<file path="config.mk">
export PLATFORM = sky130hd
export DESIGN_NAME = z3_slave_ctrl
export DESIGN_NICKNAME = d
export VERILOG_FILES = /design/src/rtl/z3_pkg.sv /design/src/rtl/z3_sync.sv /design/src/rtl/z3_slave_ctrl.sv
export SDC_FILE = /design/constraint.sdc
export NUM_CORES = 1
export LEC_CHECK = 0
export ABC_AREA = 1
export CORE_MARGIN = 3
export CORE_UTILIZATION = 44
export DETAILED_ROUTE_END_ITERATION = 6
export PLACE_DENSITY = 0.8
export SLEW_MARGIN = 30
export SYNTH_ARGS = -nofsm -noshare
export SYNTH_HDL_FRONTEND = slang
export SYNTH_SLANG_ARGS = --single-unit
</file>
<file path="constraint.sdc">
create_clock -name clk -period 2.3 [get_ports clk]
set_clock_uncertainty 0.2 [all_clocks]
set_input_delay 0.69 -clock clk [delete_from_list [all_inputs] [get_ports clk]]
set_output_delay 0.69 -clock clk [all_outputs]
set_load 0.005 [all_outputs]
</file>
<file path="src/rtl/z3_pkg.sv">
// Shared types and constants for the Zorro III slave-cycle controller.
package z3_pkg;

  localparam int Z3_ADDR_W  = 32;
  localparam int Z3_AHI_LSB = 24;
  localparam int Z3_AHI_W   = Z3_ADDR_W - Z3_AHI_LSB;

  typedef enum logic [2:0] {
    ST_IDLE,
    ST_DECODE,
    ST_WAIT_DS,
    ST_WAIT_ACK,
    ST_HOLD,
    ST_BURST,
    ST_MISS
  } z3_state_e;

  // Region index width, never narrower than one bit.
  function automatic int region_w(input int n);
    return (n > 1) ? $clog2(n) : 1;
  endfunction

endpackage

</file>
<file path="src/rtl/z3_sync.sv">
// Two-flop synchroniser bank for asynchronous active-low bus strobes; idles high.
module z3_sync
  import z3_pkg::*;
#(
  parameter int W = 1
) (
  input  logic         clk,
  input  logic         rst,
  input  logic [W-1:0] d,
  output logic [W-1:0] q
);

  logic [W-1:0] meta_q;
  logic [W-1:0] sync_q;

  always_ff @(posedge clk or posedge rst) begin
    if (rst) begin
      meta_q <= '1;
      sync_q <= '1;
    end else begin
      meta_q <= d;
      sync_q <= meta_q;
    end
  end

  assign q = sync_q;

endmodule

</file>
<file path="src/rtl/z3_slave_ctrl.sv">
// Zorro III slave-cycle controller: region decode, SLAVE_n/DTACK_n/MTACK_n generation
// and a req/ack handshake towards the memory backend, with optional burst support.
module z3_slave_ctrl
  import z3_pkg::*;
#(
  parameter int N_REGIONS    = 2,
  parameter int MULTI_XFER   = 1,
  parameter int TIMEOUT_CLKS = 64
) (
  input  logic                            clk,
  input  logic                            rst,
  input  logic                            fcs_n,
  input  logic [3:0]                      ds_n,
  input  logic                            mtcr_n,
  input  logic                            read,
  input  logic                            doe,
  input  logic                            berr_n,
  input  logic [Z3_AHI_W-1:0]             addr_hi,
  input  logic [Z3_AHI_W*N_REGIONS-1:0]   cfg_base,
  input  logic [Z3_AHI_W*N_REGIONS-1:0]   cfg_mask,
  input  logic [N_REGIONS-1:0]            cfg_valid,
  output logic                            req,
  output logic [region_w(N_REGIONS)-1:0]  req_region,
  output logic [3:0]                      req_ben,
  input  logic                            ack,
  output logic                            slave_n,
  output logic                            dtack_n,
  output logic                            dtack_oe,
  output logic                            mtack_n,
  output logic                            bufoe_n,
  output logic                            bufdir,
  output logic                            timeout
);

  localparam int RW    = region_w(N_REGIONS);
  localparam int CNT_W = (TIMEOUT_CLKS > 1) ? $clog2(TIMEOUT_CLKS) : 1;
  localparam logic [CNT_W-1:0] CNT_LAST = CNT_W'((TIMEOUT_CLKS > 0) ? TIMEOUT_CLKS - 1 : 0);

  logic [5:0] sync_in;
  logic [5:0] sync_out;
  logic       fcs_s;
  logic       mtcr_s;
  logic [3:0] ds_s;

  assign sync_in = {fcs_n, mtcr_n, ds_n};

  z3_sync #(.W(6)) u_sync (
    .clk (clk),
    .rst (rst),
    .d   (sync_in),
    .q   (sync_out)
  );

  assign fcs_s  = sync_out[5];
  assign mtcr_s = sync_out[4];
  assign ds_s   = sync_out[3:0];

  z3_state_e        state_q, state_d;
  logic             fcs_prev_q, fcs_prev_d;
  logic [RW-1:0]    region_q, region_d;
  logic             req_q, req_d;
  logic [3:0]       ben_q, ben_d;
  logic             timeout_q, timeout_d;
  logic [CNT_W-1:0] cnt_q, cnt_d;

  logic          hit;
  logic [RW-1:0] hit_idx;
  logic          fcs_fall;
  logic          ds_any;
  logic          ds_idle;
  logic          expire;
  logic          active;

  // Scan from the top index down so the lowest matching region is the one kept.
  always_comb begin
    hit     = 1'b0;
    hit_idx = '0;
    for (int i = N_REGIONS - 1; i >= 0; i--) begin
      if (cfg_valid[i] &&
          (((addr_hi ^ cfg_base[i*Z3_AHI_W +: Z3_AHI_W]) & cfg_mask[i*Z3_AHI_W +: Z3_AHI_W]) == '0)) begin
        hit     = 1'b1;
        hit_idx = RW'(i);
      end
    end
  end

  assign fcs_fall = fcs_prev_q & ~fcs_s;
  assign ds_any   = ~&ds_s;
  assign ds_idle  = &ds_s;
  assign expire   = (TIMEOUT_CLKS != 0) && (cnt_q == CNT_LAST);

  always_ff @(posedge clk or posedge rst) begin
    if (rst) begin
      state_q    <= ST_IDLE;
      fcs_prev_q <= 1'b1;
      region_q   <= '0;
      req_q      <= 1'b0;
      ben_q      <= '0;
      timeout_q  <= 1'b0;
      cnt_q      <= '0;
    end else begin
      state_q    <= state_d;
      fcs_prev_q <= fcs_prev_d;
      region_q   <= region_d;
      req_q      <= req_d;
      ben_q      <= ben_d;
      timeout_q  <= timeout_d;
      cnt_q      <= cnt_d;
    end
  end

  // Bus error beats everything, including an ack in the same cycle; FCS release aborts next.
  always_comb begin
    state_d    = state_q;
    fcs_prev_d = fcs_s;
    region_d   = region_q;
    req_d      = 1'b0;
    ben_d      = ben_q;
    timeout_d  = 1'b0;
    cnt_d      = cnt_q;
    unique case (state_q)
      ST_IDLE: begin
        if (fcs_fall) begin
          if (hit) begin
            state_d  = ST_DECODE;
            region_d = hit_idx;
          end else begin
            state_d = ST_MISS;
          end
        end
      end
      ST_DECODE: begin
        if (!berr_n)    state_d = ST_MISS;
        else if (fcs_s) state_d = ST_IDLE;
        else            state_d = ST_WAIT_DS;
      end
      ST_WAIT_DS: begin
        if (!berr_n)    state_d = ST_MISS;
        else if (fcs_s) state_d = ST_IDLE;
        else if (doe && ds_any) begin
          state_d = ST_WAIT_ACK;
          req_d   = 1'b1;
          ben_d   = ~ds_s;
          cnt_d   = '0;
        end
      end
      ST_WAIT_ACK: begin
        if (!berr_n)    state_d = ST_MISS;
        else if (fcs_s) state_d = ST_IDLE;
        else if (ack)   state_d = ST_HOLD;
        else if (expire) begin
          state_d   = ST_MISS;
          timeout_d = 1'b1;
        end else begin
          cnt_d = cnt_q + CNT_W'(1);
        end
      end
      ST_HOLD: begin
        if (!berr_n)    state_d = ST_MISS;
        else if (fcs_s) state_d = ST_IDLE;
        else if ((MULTI_XFER != 0) && ds_idle && mtcr_s) state_d = ST_BURST;
      end
      ST_BURST: begin
        if (!berr_n)    state_d = ST_MISS;
        else if (fcs_s) state_d = ST_IDLE;
        else if (!mtcr_s && ds_any) begin
          state_d = ST_WAIT_ACK;
          req_d   = 1'b1;
          ben_d   = ~ds_s;
          cnt_d   = '0;
        end
      end
      ST_MISS: begin
        if (fcs_s) state_d = ST_IDLE;
      end
      default: state_d = ST_IDLE;
    endcase
  end

  always_comb begin
    active  = (state_q == ST_DECODE) || (state_q == ST_WAIT_DS) || (state_q == ST_WAIT_ACK) ||
              (state_q == ST_HOLD)   || (state_q == ST_BURST);
    slave_n = ~active;
    dtack_n = ~(state_q == ST_HOLD);
    mtack_n = ~(active && (MULTI_XFER != 0));
  end

  assign dtack_oe   = ~slave_n;
  assign bufoe_n    = slave_n | ~doe | ~berr_n;
  assign bufdir     = read;
  assign req        = req_q;
  assign req_ben    = ben_q;
  assign req_region = region_q;
  assign timeout    = timeout_q;

endmodule

</file>
==> metrics.md <==
| Metric | Value |
|---|---|
| Status | complete, but fails checks |
| Failing checks | setup timing |
| Worst Hold Class | flop to flop |
| Worst path slowest cell | dfrtp_2 |
| TritonCTS Buffers | 5 |
| Count leader, synth | nand2_1 |
| Sequential share of power | 0.291 |
| Sequential fraction of the synthesis area | 0.429 |
| Die width | about 69 µm |
| Static leakage | about 1.4 nW |
| Max Cap Viol | 0 |
| Die height | 68.7 µm |
| Clock buffer depth | 2 |
| Vias per std cell | 4.73 |
| Final Setup Violations | 5 |
| Critical path, cell by cell | buf_4 -> nor3_2 -> buf_4 -> inv_1 -> dlygate4sd2_1 |
| Leading area contributor after synthesis | dfrtp_1 |
| CP Capture Type | output pin |
| Int Pwr | 0.00147 W |
| Routed WL | 4780 µm |
| Clk slew on worst S/H paths | ~0.070 ns |
| Clk network pwr share | 0.168 |
| Initial antenna violation count | 0 |
| Nets | 391 |
| Number of synthesis warnings | 0 |
| CTS H-tree lvls | 2 |
| Worst-Skew Late Latency | just under 0.3 ns |
| IO Pins | 67 |
| Crit path DAT | ~1.6 ns |
| PortBufs | 64 |
| Area of the multi-input gates | approximately 850 µm² |
| Mapped cell area | between 1500 and 2000 µm² |
| Power Density | 893 nW/µm² |
| Async SR Flop Fraction | 1.00 |
| DR iter-0 viols | 57 |
| Diodes inserted | 0 |
| Post-synth cell types | 26 |
| Post-DP HPWL | roughly 3400 µm |
| Final WS setup | -0.165 ns |
| Sw frac | 0.392 |
| Largest net degree at the start of global routing | 30 |
| Mapped Nets | just under 300 |
| Top_reg_cell synth | dfrtp_1 |
| Min Clock Period, post-route | 2.47 ns |
| Largest stage delay on the critical path | between 0.4 and 0.5 ns |
| CP startpoint kind | flop |
| Detail Route Antenna Nets | 0 |
| Syn Area/Cell | between 7 and 8 µm² |
| DRT Pass-1 Iters | 4 |
| P_sw | 0.000947 W |
| P&R area growth vs syn | 56.5% |
| Avg WL per Cell | approximately 12 µm |
| FF+latch count, synth | 29 |
| Synth top area share | 0.231 |
| Number of remaining DRC errors | 0 |
| Fin. max-slew vios | 0 |
| Fin crit share | 1.07 |
| Core ar. | roughly 3700 µm² |
| Slew headroom | 0.768 |
| Synthesized instance count | 243 |
| Post-DP Area | 2520 µm² |
| Overall Power | roughly 0.0024 W |
| Req. time, crit path | 1.41 ns |
| Number of enable flip-flop cells after synthesis | 0 |
| Final hold violations | 0 |
| Die Area | 4720 µm² |
| # rows | 22 |
| Vias in the first global route | about 1,600 |
| Grt total ovfl | 0 |
| Fmax | just over 0.4 GHz |
| Largest vdd supply drop | about 0.00051 V |
| CTS root buf | clkbuf_8 |
| Layout cells sized above 1 | 0.240 |
| GPL Wtd Cong | between 0.8 and 0.9 |
| Design Area, Final | about 2700 µm² |
| Most Frequent Cell on Critical Path | buf_4 |
| Initial Util | 0.466 |
| Total GRT Usage | 0.200 |
| Final Util | 0.729 |
| Hold buffers post-CTS | 0 |
| Via count | around 1,800 |
| Logic pwr share | 0.541 |
| Synth area leaders | dfrtp_1 23%, dfstp_2 20%, nand2_1 18% |
| CTS tree | done |
| Kind of critical path | flop to output pin |
| Sink Count | 29 |
| FF+latch area | 744 µm² |
| Setup TNS | -0.456 ns |
| Fill cell count | between 200 and 300 |
| Global-route wire length before repair | 6950 µm |
| Top cells by count, synth | 81 x nand2_1, 40 x inv_1, 20 x nand3_1 |
| Unrepaired setup endpoints after global routing | true |
| Slew @ Worst Pin | 0.348 ns |
| Critical path peak fanout | 5 |
[logic make-up (layout without fill, tap and decap cells)]
logic type	after synthesis	count (layout)	share of synthesized area
xor gates and xnor gates	3	3	0.0152
adders and majority gates	1	1	0.00723
AOI/OAI and AO/OA	25	25	0.0846
DFF	29	29	0.429
buffers and inverters	45	139	0.107
and+or+nand+nor	140	140	0.357
[final timing paths]
path                                   from           to  slack (ns)  depth (start not counted)
setup / recovery                 state_q[0]      dtack_n       -0.17                          5
hold / removal             u_sync.meta_q[3]  u_sync.q[3]        0.16                          0
setup reg to reg                 state_q[2]   req_ben[2]        0.32                         12
hold reg to reg            u_sync.meta_q[3]  u_sync.q[3]        0.16                          0
max in group asynchronous               rst  u_sync.q[5]        1.02                          3
min in group asynchronous               rst   req_ben[1]        0.57                          3
[metrics by stage]
step                hold slack [ns]  setup WS [ns]  cells
floorplan                     0.145          0.143    243
global placement              0.145         -0.364    367
detailed placement            0.147         -0.355    367
CTS                           0.157         -0.175    380
global route                  0.158         -0.233    385
finish                        0.156         -0.165    385
[power groups by stage]
stage                     Clock [W]  Combinational [W]  Sequential (W)
final                      0.000406            0.00131        0.000703
after detailed placement          0            0.00111        0.000690
after CTS                  0.000422            0.00117        0.000684
after global placement            0            0.00109        0.000686
after floorplan                   0           0.000589        0.000687
after global routing       0.000444            0.00143        0.000713
[flip-flops by register name, indices dropped and copies added (netlist names)]
signal and cells:
timeout 1, state_q 3, req_region 1, req_ben 4, cnt_q 6, req 1, fcs_prev_q 1, u_sync.q 6
u_sync.meta_q 6
[cells in the final DEF, fill, tap and decap left out, types with 8 or more instances in the layout]
| cell | netlist | layout |
|---|---|---|
| buf_4 | 2 | 26 |
| nand2_1 | 81 | 80 |
| o21ai_0 | 12 | 9 |
| nand3_1 | 20 | 19 |
| nor2_1 | 15 | 14 |
| dfstp_2 | 13 | 13 |
| inv_1 | 40 | 37 |
| dfrtp_1 | 16 | 14 |
| o21ai_1 | 6 | 8 |
| clkdlybuf4s50_1 | 0 | 59 |
[per-layer routing]
layer / routed length (µm) / global-route usage / up-vias
li1: - / - / 944
met1: 1900 / 0.226 / 830
met2: 2590 / 0.371 / 39
met3: 216 / 0.0519 / 8
met4: 72 / 0.0511 / 0
met5: 0 / 0 / -
[critical path: cells and delay by family, from the launching register on]
family / cells / cell delay (ns)
buffers and inverters: 4 / 0.64
flip-flops: 1 / 0.48
AND/OR/NAND/NOR: 1 / 0.17
[timing repair]
item	in CTS	in global routing
buffers inserted	5	5
pin swaps	6	4
endpoints found under the hold margin	0	0
setup endpoints to repair	5	18
gates cloned	0	0
gates resized for setup	23	12
[area by class of cell]
class                   count  share of cell area
multi-input cells         169               0.314
repair buffers             90               0.301
flip-flops and latches     29               0.275
inverters                  41              0.0568
clock buffers               5              0.0254
well taps                  48              0.0222
clock inverters             3             0.00647
No activity file was read; power rests on OpenSTA's default activity.
